`config.mk`:
```
export PLATFORM = sky130hd
export DESIGN_NAME = kamus_if
export DESIGN_NICKNAME = d
export VERILOG_FILES = /design/src/rtl/omer_pkg.sv /design/src/rtl/kamus_fetch_fifo.sv /design/src/rtl/kamus_if.sv
export SDC_FILE = /design/constraint.sdc
export NUM_CORES = 1
export LEC_CHECK = 0
export ABC_AREA = 1
export CAP_MARGIN = 20
export CORE_UTILIZATION = 25
export CTS_BUF_LIST = sky130_fd_sc_hd__clkbuf_16
export DETAILED_ROUTE_END_ITERATION = 10
export PLACE_DENSITY = 0.55
export RECOVER_POWER = 25
export SLEW_MARGIN = 20
export SYNTH_ARGS = -nofsm -noshare
export SYNTH_HDL_FRONTEND = slang
export SYNTH_HIERARCHICAL = 1
export SYNTH_SLANG_ARGS = --single-unit
```
`constraint.sdc`:
```
create_clock -name clk_i -period 5 [get_ports clk_i]
set_clock_uncertainty 0.2 [all_clocks]
set_input_delay 1.25 -clock clk_i [delete_from_list [all_inputs] [get_ports clk_i]]
set_output_delay 1.25 -clock clk_i [all_outputs]
set_load 0.01 [all_outputs]
```
`src/rtl/omer_pkg.sv`:
```
// ---------------------------------------------------------------------------
// omer_pkg
// Shared types for the kamus instruction-fetch slice.
//   fetch_state_e : fetch FSM states (BOOT, RUN, FLUSH)
//   NOP_INSTR     : canonical RISC-V NOP (addi x0,x0,0) used for fault entries
//   CNT_W         : width of the outstanding/drop counters (covers 2*depth 4)
//   fetch_entry_t : one instruction-buffer entry {instr, pc, err}
// ---------------------------------------------------------------------------
package omer_pkg;

  typedef enum logic [1:0] {
    BOOT  = 2'd0,
    RUN   = 2'd1,
    FLUSH = 2'd2
  } fetch_state_e;

  localparam logic [31:0] NOP_INSTR = 32'h0000_0013;

  // Counters must hold old in-flight responses plus new ones issued right
  // after a reset, so they are sized for twice the deepest buffer.
  localparam int CNT_W = 4;

  typedef struct packed {
    logic [31:0] instr;
    logic [31:0] pc;
    logic        err;
  } fetch_entry_t;

endpackage

```
`src/rtl/kamus_fetch_fifo.sv`:
```
// ---------------------------------------------------------------------------
// kamus_fetch_fifo
// Small circular instruction buffer between the fetch unit and the decoder.
// DEPTH must be a power of two (2 or 4) so the pointers wrap naturally.
// Ports:
//   i_clk, i_rst     : clock, synchronous active-high reset
//   i_flush          : empty the buffer (wins over push and pop)
//   i_push/i_pushData: write one entry; allowed when full if popping too
//   i_pop            : drop the head entry (ignored when empty)
//   o_head           : current head entry
//   o_full, o_empty  : occupancy flags
//   o_count          : number of valid entries
// ---------------------------------------------------------------------------
module kamus_fetch_fifo
  import omer_pkg::*;
#(
  parameter int DEPTH = 2
) (
  input  logic                     i_clk,
  input  logic                     i_rst,
  input  logic                     i_flush,
  input  logic                     i_push,
  input  fetch_entry_t             i_pushData,
  input  logic                     i_pop,
  output fetch_entry_t             o_head,
  output logic                     o_full,
  output logic                     o_empty,
  output logic [$clog2(DEPTH):0]   o_count
);

  localparam int PTR_W = $clog2(DEPTH);

  fetch_entry_t       r_mem [DEPTH];
  logic [PTR_W-1:0]   r_rdPtr;
  logic [PTR_W-1:0]   r_wrPtr;
  logic [PTR_W:0]     r_count;
  logic               w_doPush;
  logic               w_doPop;

  assign w_doPop  = i_pop && !o_empty;
  assign w_doPush = i_push && (!o_full || w_doPop);

  assign o_empty = (r_count == '0);
  assign o_full  = (r_count == (PTR_W+1)'(DEPTH));
  assign o_head  = r_mem[r_rdPtr];
  assign o_count = r_count;

  // Pointer and occupancy bookkeeping; flush simply rewinds everything.
  always_ff @(posedge i_clk) begin
    if (i_rst || i_flush) begin
      r_rdPtr <= '0;
      r_wrPtr <= '0;
      r_count <= '0;
    end else begin
      if (w_doPush) r_wrPtr <= r_wrPtr + PTR_W'(1);
      if (w_doPop)  r_rdPtr <= r_rdPtr + PTR_W'(1);
      r_count <= r_count + (PTR_W+1)'(w_doPush) - (PTR_W+1)'(w_doPop);
    end
  end

  // Storage needs no reset: contents are only visible while count > 0.
  always_ff @(posedge i_clk) begin
    if (w_doPush && !i_rst && !i_flush) r_mem[r_wrPtr] <= i_pushData;
  end

endmodule

```
`src/rtl/kamus_if.sv`:
```
// ---------------------------------------------------------------------------
// kamus_if
// Instruction fetch unit: issues word fetches to instruction memory under a
// credit scheme, buffers in-order responses and hands {instr, pc} to decode.
// Redirects flush the buffer and discard responses still in flight.
// Optional feature macro: KAMUS_FETCH_MISALIGN_EN -- misaligned redirect
// targets produce a single faulting NOP entry (fetch_err_o) and halt fetch.
// Ports:
//   clk_i, rst_i                 : clock, synchronous active-high reset
//   imem_req_o/addr_o/gnt_i      : request channel (addr held until granted)
//   imem_rvalid_i/rdata_i        : in-order response channel
//   redirect_i/redirect_pc_i     : control-flow change from later stages
//   instr_valid_o/ready_i        : handshake toward the decoder
//   instr_o, pc_o                : head instruction and its address
//   fetch_err_o                  : misaligned-target fault (macro builds only)
// ---------------------------------------------------------------------------
module kamus_if
  import omer_pkg::*;
#(
  parameter logic [31:0] BOOT_ADDR  = 32'h0000_0000,
  parameter int          FIFO_DEPTH = 2
) (
  input  logic        clk_i,
  input  logic        rst_i,
  output logic        imem_req_o,
  output logic [31:0] imem_addr_o,
  input  logic        imem_gnt_i,
  input  logic        imem_rvalid_i,
  input  logic [31:0] imem_rdata_i,
  input  logic        redirect_i,
  input  logic [31:0] redirect_pc_i,
  output logic        instr_valid_o,
  input  logic        instr_ready_i,
  output logic [31:0] instr_o,
  output logic [31:0] pc_o
`ifdef KAMUS_FETCH_MISALIGN_EN
  ,
  output logic        fetch_err_o
`endif
);

  fetch_state_e                  r_state;
  fetch_state_e                  w_stateNext;
  logic [31:0]                   r_fetchPc;
  logic [31:0]                   r_rspPc;
  logic [31:0]                   w_target;
  logic [CNT_W-1:0]              r_out;
  logic [CNT_W-1:0]              r_drop;
  logic [CNT_W-1:0]              w_inFlight;
  logic [CNT_W-1:0]              w_dropLoad;
  logic [CNT_W-1:0]              w_free;
  logic                          r_halt;
  logic                          r_errPending;
  logic                          w_grant;
  logic                          w_keep;
  logic                          w_discard;
  logic                          w_errPush;
  logic                          w_push;
  logic                          w_pop;
  fetch_entry_t                  w_pushData;
  fetch_entry_t                  w_head;
  logic                          w_full;
  logic                          w_empty;
  logic [$clog2(FIFO_DEPTH):0]   w_count;

`ifdef KAMUS_FETCH_MISALIGN_EN
  assign w_target = redirect_pc_i;
`else
  assign w_target = redirect_pc_i & 32'hFFFF_FFFC;
`endif

  assign w_free     = CNT_W'(FIFO_DEPTH) - CNT_W'(w_count);
  assign w_grant    = imem_req_o && imem_gnt_i;
  assign w_discard  = imem_rvalid_i && (r_drop != '0);
  assign w_keep     = imem_rvalid_i && (r_drop == '0);

  // Everything still in flight (old drops plus live requests) becomes the
  // new drop count on redirect or reset, less a response landing right now.
  assign w_inFlight = r_drop + r_out;
  assign w_dropLoad = w_inFlight - CNT_W'(imem_rvalid_i && (w_inFlight != '0));

  // State register.
  always_ff @(posedge clk_i) begin
    if (rst_i) r_state <= BOOT;
    else       r_state <= w_stateNext;
  end

  // Next-state logic: a redirect only needs FLUSH if responses remain.
  always_comb begin
    w_stateNext = r_state;
    if (redirect_i) begin
      w_stateNext = (w_dropLoad != '0) ? FLUSH : RUN;
    end else begin
      case (r_state)
        BOOT:    w_stateNext = RUN;
        RUN:     w_stateNext = RUN;
        FLUSH:   if (r_drop == '0) w_stateNext = RUN;
        default: w_stateNext = BOOT;
      endcase
    end
  end

  // Request only while buffer space not already promised to in-flight
  // responses remains, so a push can never find the buffer full.
  always_comb begin
    imem_req_o = 1'b0;
    if ((r_state == RUN) && !redirect_i && !r_halt && !w_full && (w_free > r_out))
      imem_req_o = 1'b1;
  end

  assign imem_addr_o = r_fetchPc;

  // Live/drop counters; redirect and reset both turn live requests into drops.
  always_ff @(posedge clk_i) begin
    if (rst_i || redirect_i) begin
      r_out  <= '0;
      r_drop <= w_dropLoad;
    end else begin
      r_out  <= r_out + CNT_W'(w_grant) - CNT_W'(w_keep);
      r_drop <= r_drop - CNT_W'(w_discard);
    end
  end

  // r_fetchPc is the next request address; r_rspPc tags the next kept response.
  always_ff @(posedge clk_i) begin
    if (rst_i) begin
      r_fetchPc <= BOOT_ADDR;
      r_rspPc   <= BOOT_ADDR;
    end else if (redirect_i) begin
      r_fetchPc <= w_target;
      r_rspPc   <= w_target;
    end else begin
      if (w_grant) r_fetchPc <= r_fetchPc + 32'd4;
      if (w_keep)  r_rspPc   <= r_rspPc + 32'd4;
    end
  end

`ifdef KAMUS_FETCH_MISALIGN_EN
  // A misaligned target halts fetch until the next redirect and owes the
  // decoder one faulting entry once stale responses have drained.
  always_ff @(posedge clk_i) begin
    if (rst_i) begin
      r_halt       <= 1'b0;
      r_errPending <= 1'b0;
    end else if (redirect_i) begin
      r_halt       <= |w_target[1:0];
      r_errPending <= |w_target[1:0];
    end else if (w_errPush) begin
      r_errPending <= 1'b0;
    end
  end
`else
  // Targets are always aligned here, so fetch never halts.
  always_ff @(posedge clk_i) begin
    r_halt       <= 1'b0;
    r_errPending <= 1'b0;
  end
`endif

  assign w_errPush = r_errPending && (r_state == RUN) && (r_drop == '0) && !imem_rvalid_i;
  assign w_push    = !redirect_i && (w_keep || w_errPush);
  assign w_pop     = instr_valid_o && instr_ready_i && !redirect_i;

  // Build the entry to enqueue: a real response or the faulting NOP.
  always_comb begin
    w_pushData = '{instr: imem_rdata_i, pc: r_rspPc, err: 1'b0};
    if (w_errPush) w_pushData = '{instr: NOP_INSTR, pc: r_rspPc, err: 1'b1};
  end

  kamus_fetch_fifo #(
    .DEPTH (FIFO_DEPTH)
  ) u_fifo (
    .i_clk      (clk_i),
    .i_rst      (rst_i),
    .i_flush    (redirect_i),
    .i_push     (w_push),
    .i_pushData (w_pushData),
    .i_pop      (w_pop),
    .o_head     (w_head),
    .o_full     (w_full),
    .o_empty    (w_empty),
    .o_count    (w_count)
  );

  // Outputs read zero while the buffer is empty, matching the reset view.
  assign instr_valid_o = !w_empty;
  assign instr_o       = w_empty ? 32'h0 : w_head.instr;
  assign pc_o          = w_empty ? 32'h0 : w_head.pc;

`ifdef KAMUS_FETCH_MISALIGN_EN
  assign fetch_err_o = !w_empty && w_head.err;
`else
  logic w_unusedErr;
  assign w_unusedErr = w_head.err;
`endif

endmodule

```
# After elaboration in Yosys (flattened, before gate mapping)
# Memory sizes are Yosys's and may differ from the RTL's. A register that Yosys moved wholly into a read port is not among the register bits.
# Cells that the tools add are included.
dict set report classes {
  magnitude_cmp 1
  reduce_logical 30
  mux 16
  n_mul 0
  eq_ne 4
  div 0
  n_addsub 12
  bitwise 0
  shifts 0
}
# operator count
set op_table {}
lappend op_table {{$mux 32} 6}
lappend op_table {{$add 32x3->32 const B} 2}
lappend op_table {{$logic_and 1x1->1} 14}
lappend op_table {{$reduce_bool 4->1} 3}
lappend op_table {{$sub 4x1->4} 3}
lappend op_table {{$mux 2} 3}
lappend op_table {{$mux 1} 5}
lappend op_table {{$add 4x1->4} 1}
lappend op_table {{$add 4x4->4} 1}
lappend op_table {{$eq 2x2->1 const B} 2}
lappend op_table {{$gt 4x4->1} 1}
lappend op_table {{$logic_not 1->1} 4}
lappend op_table {{$logic_not 2->1} 2}
lappend op_table {{$logic_not 4->1} 1}
lappend op_table {{$mux 4} 1}
lappend op_table {{$pmux 2 s2} 1}
lappend op_table {{$reduce_bool 2->1} 2}
lappend op_table {{$reduce_or 2->1} 2}
lappend op_table {{$ne 3x3->1 const B} 1}
lappend op_table {{$sub 2x2->3 const A} 1}
lappend op_table {{$add 1x1->1 const B} 2}
lappend op_table {{$add 2x1->2} 1}
lappend op_table {{$eq 2x1->1 const B} 1}
lappend op_table {{$logic_or 1x1->1} 2}
lappend op_table {{$sub 2x1->2} 1}
dict set report totals {
  latch_bits 0
  ff_bits 78
  output_inout_bits 98
  inputBits 70
  rom_bits 0
  elab_cells 74
  n_memories 1
  ramBits 128
}
# memory depth word_bits rd rd_ports_with_merged_regs wr line
set mem_list {}
lappend mem_list {u_fifo.r_mem 2 64 1 1 1 kamus_fetch_fifo.sv:33} ;# fetch_entry_t r_mem [DEPTH];

# Logic depth before layout (Yosys ltp)
# Gate-level depths: netlist of run 1.
dict set report depth {
  word_depth 11
  mapped_depth 18
  depth_no_buf 17
}

# Modules after synthesis
# Netlist of run 1, hierarchy kept.
# module area_per_inst_um2 cells_per_inst seq_area_each_um2 instances
set modules_own_cells {}
lappend modules_own_cells {kamus_if 5709.2 999 1401.3 1}
lappend modules_own_cells {kamus_fetch_fifo 5165.0 248 4003.8 1}

# Worst setup path after synthesis of run 1
# OpenSTA, ideal clock, no wires.
dict set report synth_timing {
  kind {input port to flip-flop}
  from {input redirect_i}
  to {memory u_fifo/r_mem[1][0] (netlist name), enable pin}
  path_buffers 3
  arrival_time_ps 4726
  slack_ps -415
  setup_time_ps 489
  path_stages 6
  required_time_ps 4311
  cell_sequence {buf_6 buf_2 buf_1 nor2_1 o21ai_0 nor2_1}
}
dict set report synth_via {
  elab_chain_len 9
  word_cells_on_any_way 10
  classes_between {mux (2); reduce/logical (8)}
}
# item line
set synth_rtl {}
lappend synth_rtl {{from (decl)} kamus_if.sv:30} ;# input logic redirect_i,
lappend synth_rtl {{$logic_not 1->1} kamus_if.sv:162} ;# assign w_pop = instr_valid_o && instr_ready_i && !redirect_i;
lappend synth_rtl {{$logic_and 1x1->1} kamus_if.sv:162}
lappend synth_rtl {{via w_pop} kamus_if.sv:59} ;# logic w_pop;
lappend synth_rtl {{$logic_and 1x1->1} kamus_fetch_fifo.sv:40} ;# assign w_doPop = i_pop && !o_empty;
lappend synth_rtl {{$logic_or 1x1->1} kamus_fetch_fifo.sv:41} ;# assign w_doPush = i_push && (!o_full || w_doPop);
lappend synth_rtl {{$logic_and 1x1->1} kamus_fetch_fifo.sv:41}
lappend synth_rtl {{$logic_and 1x1->1 (2 in a row)} kamus_fetch_fifo.sv:63} ;# if (w_doPush && !i_rst && !i_flush) r_mem[r_wrPtr] <= i_pushData;
lappend synth_rtl {{$mux 1} kamus_fetch_fifo.sv:63}
lappend synth_rtl {{$mux 1 (not written as such)} kamus_fetch_fifo.sv:63}
lappend synth_rtl {{to (decl)} kamus_fetch_fifo.sv:33}
# The timed path passes the listed nets, and every way through them passes these cells.

==> results of run 1 <==
[power breakdown]
group	switching, W	internal [W]
Sequential	0.0000850	0.00184
Combinational	0.000288	0.000223
Clock	0.000697	0.000998
[stage by stage]
step           cell area (µm²)  total power (W)  setup WS, ns
3_3_place_gp             13000          0.00247          1.01
5_1_grt                  13800          0.00432         0.793
6_report                 13800          0.00414         0.940
2_1_floorplan            10800          0.00227         0.686
4_1_cts                  13800          0.00420         0.838
3_5_place_dp             13000          0.00248         0.988
[layer usage]
| metal | up-vias | share of wire |
|---|---|---|
| li1 | 4337 | - |
| met1 | 3956 | 0.48 |
| met2 | 265 | 0.44 |
| met3 | 32 | 0.065 |
| met4 | 0 | 0.017 |
| met5 | - | 0 |
[final cells by class]
| class | instances | share of cell area |
|---|---|---|
| Clock buffer | 23 | 0.0418 |
| Multi-Input combinational cell | 837 | 0.334 |
| Sequential cell | 203 | 0.389 |
| Timing Repair Buffer | 173 | 0.127 |
| Clock inverter | 19 | 0.0130 |
| Tap cell | 539 | 0.0490 |
| Inverter | 170 | 0.0464 |
[worst max path at each step]
stage | cells after the start | from | to | slack [ns]
final | 5 | register | instr_o[17] | 0.94
after CTS | 5 | register | instr_o[17] | 0.84
after global placement | 8 | imem_rvalid_i | u_fifo/r_mem[0][22] | 1.01
after detailed placement | 8 | imem_rvalid_i | u_fifo/r_mem[0][22] | 0.99
after floorplan | 6 | redirect_i | u_fifo/r_mem[1][10] | 0.69
after global routing | 5 | register | instr_o[17] | 0.79
[sequential cells by signal (all words and copies together), names as in the netlist, named ones only]
register / count
u_fifo/r_mem: 128
imem_addr_o: 30
r_rspPc: 30
r_drop: 4
r_out: 4
r_state: 2
u_fifo/o_count: 2
u_fifo/r_rdPtr: 1
u_fifo/r_wrPtr: 1
[worst max-delay path, stage by stage, from the launching register on]
cell and delay [ns]:
dfxtp_4 0.80, buf_12 0.32, mux2_2 0.36, inv_1 0.06
nor2_1 0.04, clkdlybuf4s50_1 0.51
==> out/results.ini, run 1 <==
[placed_design]
buffer_ports.inserted=163
dp.cells=1922
detailed_place_hpwl_mm=21.2
gp_routability_congestion=0.891

[clocking]
cts_resized=0
clk-insertion-delay-late_ns=0.52
cts_root_buf=clkbuf_16
cts_max_path_buffers=3
tritoncts_clock_tree=yes
cts_num_sinks=203
tritoncts.num_buffers=23
cts-htree-levels=1
cts_setup_buffers=0
clk_pin_slew_worst_paths_ns=0.06
holdBufCountCts=0

[layout]
insertedDiodeCount=0
seqCellArea_um2=5350
instances_no_fill=1964
most_frequent_standard_cell_in_the_layout_excluding_fill_and_tap_cells=nand2_1
utilization=0.326
fillCellCount=4427
finalNetCount=1499
top_library_cells_by_usage_in_the_layout_fill_and_taps_aside=nand2_1 (316), nor2_1 (184), inv_1 (168)
multi_input_area_um2=4600
drive_gt1_frac=0.100
area_growth_pct=27.4

[setup_path]
worstPathMaxFanout=36
reg2reg_depth=13
timing.critical_path.from_type=register
reg2reg_to=r_out[2]
worst_ep_arrival_time_ns=2.61
worstPathRequired_ns=3.55
timing_worst_setup_path_type=register to output port
critical_path.endpoint_type=output port
r2r_start=u_fifo/o_count[0]
rrSetupSlack_ns=1.65

[sta]
maxSlewViolCount=0
setup_tns_ns=0
rsz_0062_raised_after_global_routing=false
finalHoldViolations=0
max-slew-margin-rel=0.510
fin_hold_ws_ns=0.301
setup-violations-final=0
worst-slew-pin-transition_ns=0.736
max_clock_freq_ghz=0.246
layout_worst_path_cycle_share=0.812
timing.final.crit_period_ns=4.06

[run_status]
status=finished clean

[grt]
met1_track_demand_over_resource_in_global_routing=0.185
global_route.usage.total=0.131
pin_count_of_the_biggest_net_entering_global_routing=67
globalRouteMet3Util=0.0239
overflow=0
first_global_vias=7995
grt_pass1_wl_mm=45.2
global_route.usage.met2=0.207
grt-busiest-layer=met2
antenna_found_initial=0

[routing]
detail_route.drc_violations=0
finalWirelength_mm=29.4
final_antenna_net_count=0
dr.first_iter.drc_count=544
mean_routed_wirelength_per_cell_um=15.0
dr.pass1.iters=5
via_count=8590
viasPerCell=4.37

[pwr]
p_leak_nw=5.40
ir_drop_mv=0.203
power_dens_cells_nw_per_um2=300

[yosys]
syn_area_per_cell_um2=8.68
synthesis.area_um2=10800
yosysWarningCount=6
post_synth_inst_count=1244

[floorplanning]
core_area_um2=42200
i_o_pin_total=168
area_enclosed_by_the_die_boundary_um2=44000
floorplan.initialDensity=0.256
fp.dieH_um=210
fp_rows=75
chipWidth_um=210

[hold_path]
worst_hold_path.num_cells=2
worst_hold_path_type=register to register
timing.hold.worst.start=u_fifo/r_rdPtr
whs_endpoint=u_fifo/r_rdPtr

[run]
cap_violations=0

Note: power is estimated with default switching activity, not from simulation.
==> inputs of run 2 (changes only) <==
--- a/config.mk
+++ b/config.mk
@@ -10,7 +10,7 @@
 export CORE_UTILIZATION = 25
 export CTS_BUF_LIST = sky130_fd_sc_hd__clkbuf_16
 export DETAILED_ROUTE_END_ITERATION = 10
-export PLACE_DENSITY = 0.55
+export PLACE_DENSITY = 0.53
 export RECOVER_POWER = 25
 export SLEW_MARGIN = 20
 export SYNTH_ARGS = -nofsm -noshare
==> constraint.sdc (replaced) <==
create_clock -name clk_i -period 3.8 [get_ports clk_i]
set_clock_uncertainty 0.2 [all_clocks]
set_input_delay 0.95 -clock clk_i [delete_from_list [all_inputs] [get_ports clk_i]]
set_output_delay 0.95 -clock clk_i [all_outputs]
set_load 0.01 [all_outputs]
==> run 2 against run 1 <==
  * Die area unchanged
  * Non-clock buffer count grew 7
  * Sequential power increased by 32%
  * Routed wire length increased by 0.39%
  * Total power grew 29%
  * Cell area rose by 0.34%
  * Combinational power up 33%
  * Count of clock-buffer cells in the layout stayed put
  * First-iteration DRC count is 1.3% higher
  * Global-route usage up 0.29 points
  * Hold slack got worse by 0.013 ns
  * Sequential cell count is the same
  * Largest cell class unchanged
  * Highest routed layer unchanged
==> out/results.ini, run 2 (synthesis results as in run 1) <==
[layout]
most_frequent_standard_cell_in_the_layout_excluding_fill_and_tap_cells=nand2_1
largest_register_ffs=128
finalNetCount=1506
insertedDiodeCount=0
top_library_cells_by_usage_in_the_layout_fill_and_taps_aside=nand2_1 (316), nor2_1 (184), inv_1 (168)
largest-register=u_fifo/r_mem
utilization=0.327
area_growth_pct=27.9
drive_gt1_frac=0.107

[grt]
antenna_found_initial=0
overflow=0
first_global_vias=8356
pin_count_of_the_biggest_net_entering_global_routing=65
grt_pass1_wl_mm=46.5
global_route.usage.total=0.134

[setup_path]
worstPathMaxFanout=5
crit_family=buffers and inverters
crit_slowest_cell=clkdlybuf4s50_1
critPathMaxStageDelay_ns=0.55
rrSetupSlack_ns=1.00
worst_ep_arrival_time_ns=2.45
timing.critical_path.from_type=register
worstPathRequired_ns=2.65
reg2reg_depth=15
r2r_start=u_fifo/o_count[0]
timing_worst_setup_path_type=register to output port
critical_path.endpoint_type=output port
timing.critical_path.cells=ha_1, inv_1, ha_1, nand2_1, nor2_1, nor2_2, nand2_1, inv_1, clkdlybuf4s50_1
reg2reg_to=imem_addr_o[15]
path_buf_inv=3

[placed_design]
buffer_ports.inserted=163
gp_routability_congestion=0.896
detailed_place_hpwl_mm=21.5

[clocking]
cts_resized=0
cts_setup_buffers=0
clk_pin_slew_worst_paths_ns=0.06
clk-insertion-delay-late_ns=0.52
cts_root_buf=clkbuf_16
cts_num_sinks=203
tritoncts_clock_tree=yes
holdBufCountCts=0
tritoncts.num_buffers=23
cts_max_path_buffers=3
cts-htree-levels=1

[sta]
setup_tns_ns=0
setup-violations-final=0
finalHoldViolations=0
timing.final.crit_period_ns=3.60
max-slew-margin-rel=0.609
maxSlewViolCount=0
worst-slew-pin-transition_ns=0.581
rsz_0062_raised_after_global_routing=false
layout_worst_path_cycle_share=0.948
max_clock_freq_ghz=0.278

[routing]
dr.pass1.iters=5
dr.first_iter.drc_count=551
final_antenna_net_count=0
detail_route.drc_violations=0
mean_routed_wirelength_per_cell_um=15.0
finalWirelength_mm=29.5
via_count=8630
viasPerCell=4.38

[floorplanning]
core_area_um2=42200
fp_rows=75
chipWidth_um=210
fp.dieH_um=210
i_o_pin_total=168
floorplan.initialDensity=0.256
area_enclosed_by_the_die_boundary_um2=44000

[run_status]
status=finished clean

[pwr]
p_leak_nw=5.44
ir_drop_mv=0.270
power_dens_cells_nw_per_um2=388

[hold_path]
worst_hold_path.num_cells=2
worst_hold_path_type=register to register
timing.hold.worst.start=u_fifo/r_wrPtr
whs_endpoint=u_fifo/r_wrPtr

[run]
cap_violations=0

==> run 2: cell types whose count changed in the layout (fill, tap and decap cells not counted), sizes merged <==
cell      change
clkinvlp      -1
buf           +7
clkinv        +2
inv           -1
bufinv        -1
==> run 2: layout make-up <==
| class | instances | area [µm²] |
|---|---|---|
| fill | 4382 | 28400 |
| multi-input combinational | 837 | 4600 |
| clock inverter | 18 | 145 |
| clock buffer | 23 | 576 |
| inverter | 170 | 638 |
| sequential | 203 | 5350 |
| tap | 539 | 674 |
| timing repair buffer | 180 | 1820 |
==> run 2: per-stage QoR <==
stage / std cells / cell area [µm²] / setup WS (ns) / power (W) / hold slack [ns]
2_1_floorplan: 1249 / 10800 / 0.0235 / 0.00298 / 0.248
3_3_place_gp: 1929 / 13100 / 0.342 / 0.00325 / 0.277
3_5_place_dp: 1929 / 13100 / 0.306 / 0.00327 / 0.283
4_1_cts: 1970 / 13800 / 0.0931 / 0.00544 / 0.294
5_1_grt: 1970 / 13800 / 0.0445 / 0.00562 / 0.331
6_report: 1970 / 13800 / 0.199 / 0.00535 / 0.289
==> run 2: worst max-delay path by stage <==
stage	from	end	slack (ns)	cells past startpoint
finish	u_fifo/o_count[0]	imem_req_o	0.20	9
floorplan	redirect_i	u_fifo/r_mem[0][10]	0.02	8
global placement	imem_rvalid_i	u_fifo/r_mem[0][38]	0.34	8
CTS	u_fifo/o_count[0]	imem_req_o	0.09	9
global route	u_fifo/o_count[0]	imem_req_o	0.04	9
detailed placement	imem_rvalid_i	u_fifo/r_mem[0][39]	0.31	8
==> run 2: worst register-to-register path, delay by kind of cell, from the launching register on <==
family	cells	cell delay (ns)
adder cells (fa/ha/maj)	2	0.56
buffers and inverters	4	0.71
flip-flops	1	0.35
AND/OR/NAND/NOR	9	0.95
==> run 2: power by group <==
group / internal [W] / total [W] / leakage, nW / switching, W
clock: 0.00124 / 0.00213 / 0.376 / 0.000895
combinational: 0.000299 / 0.000679 / 3.28 / 0.000379
sequential: 0.00243 / 0.00254 / 1.78 / 0.000112
==> run 2: routing by layer <==
layer,GRT usage,part of all wire,up-vias
met5,0,0,-
met4,0.0227,0.014,0
met3,0.0212,0.067,33
met2,0.214,0.44,294
met1,0.191,0.48,3956
li1,-,-,4347
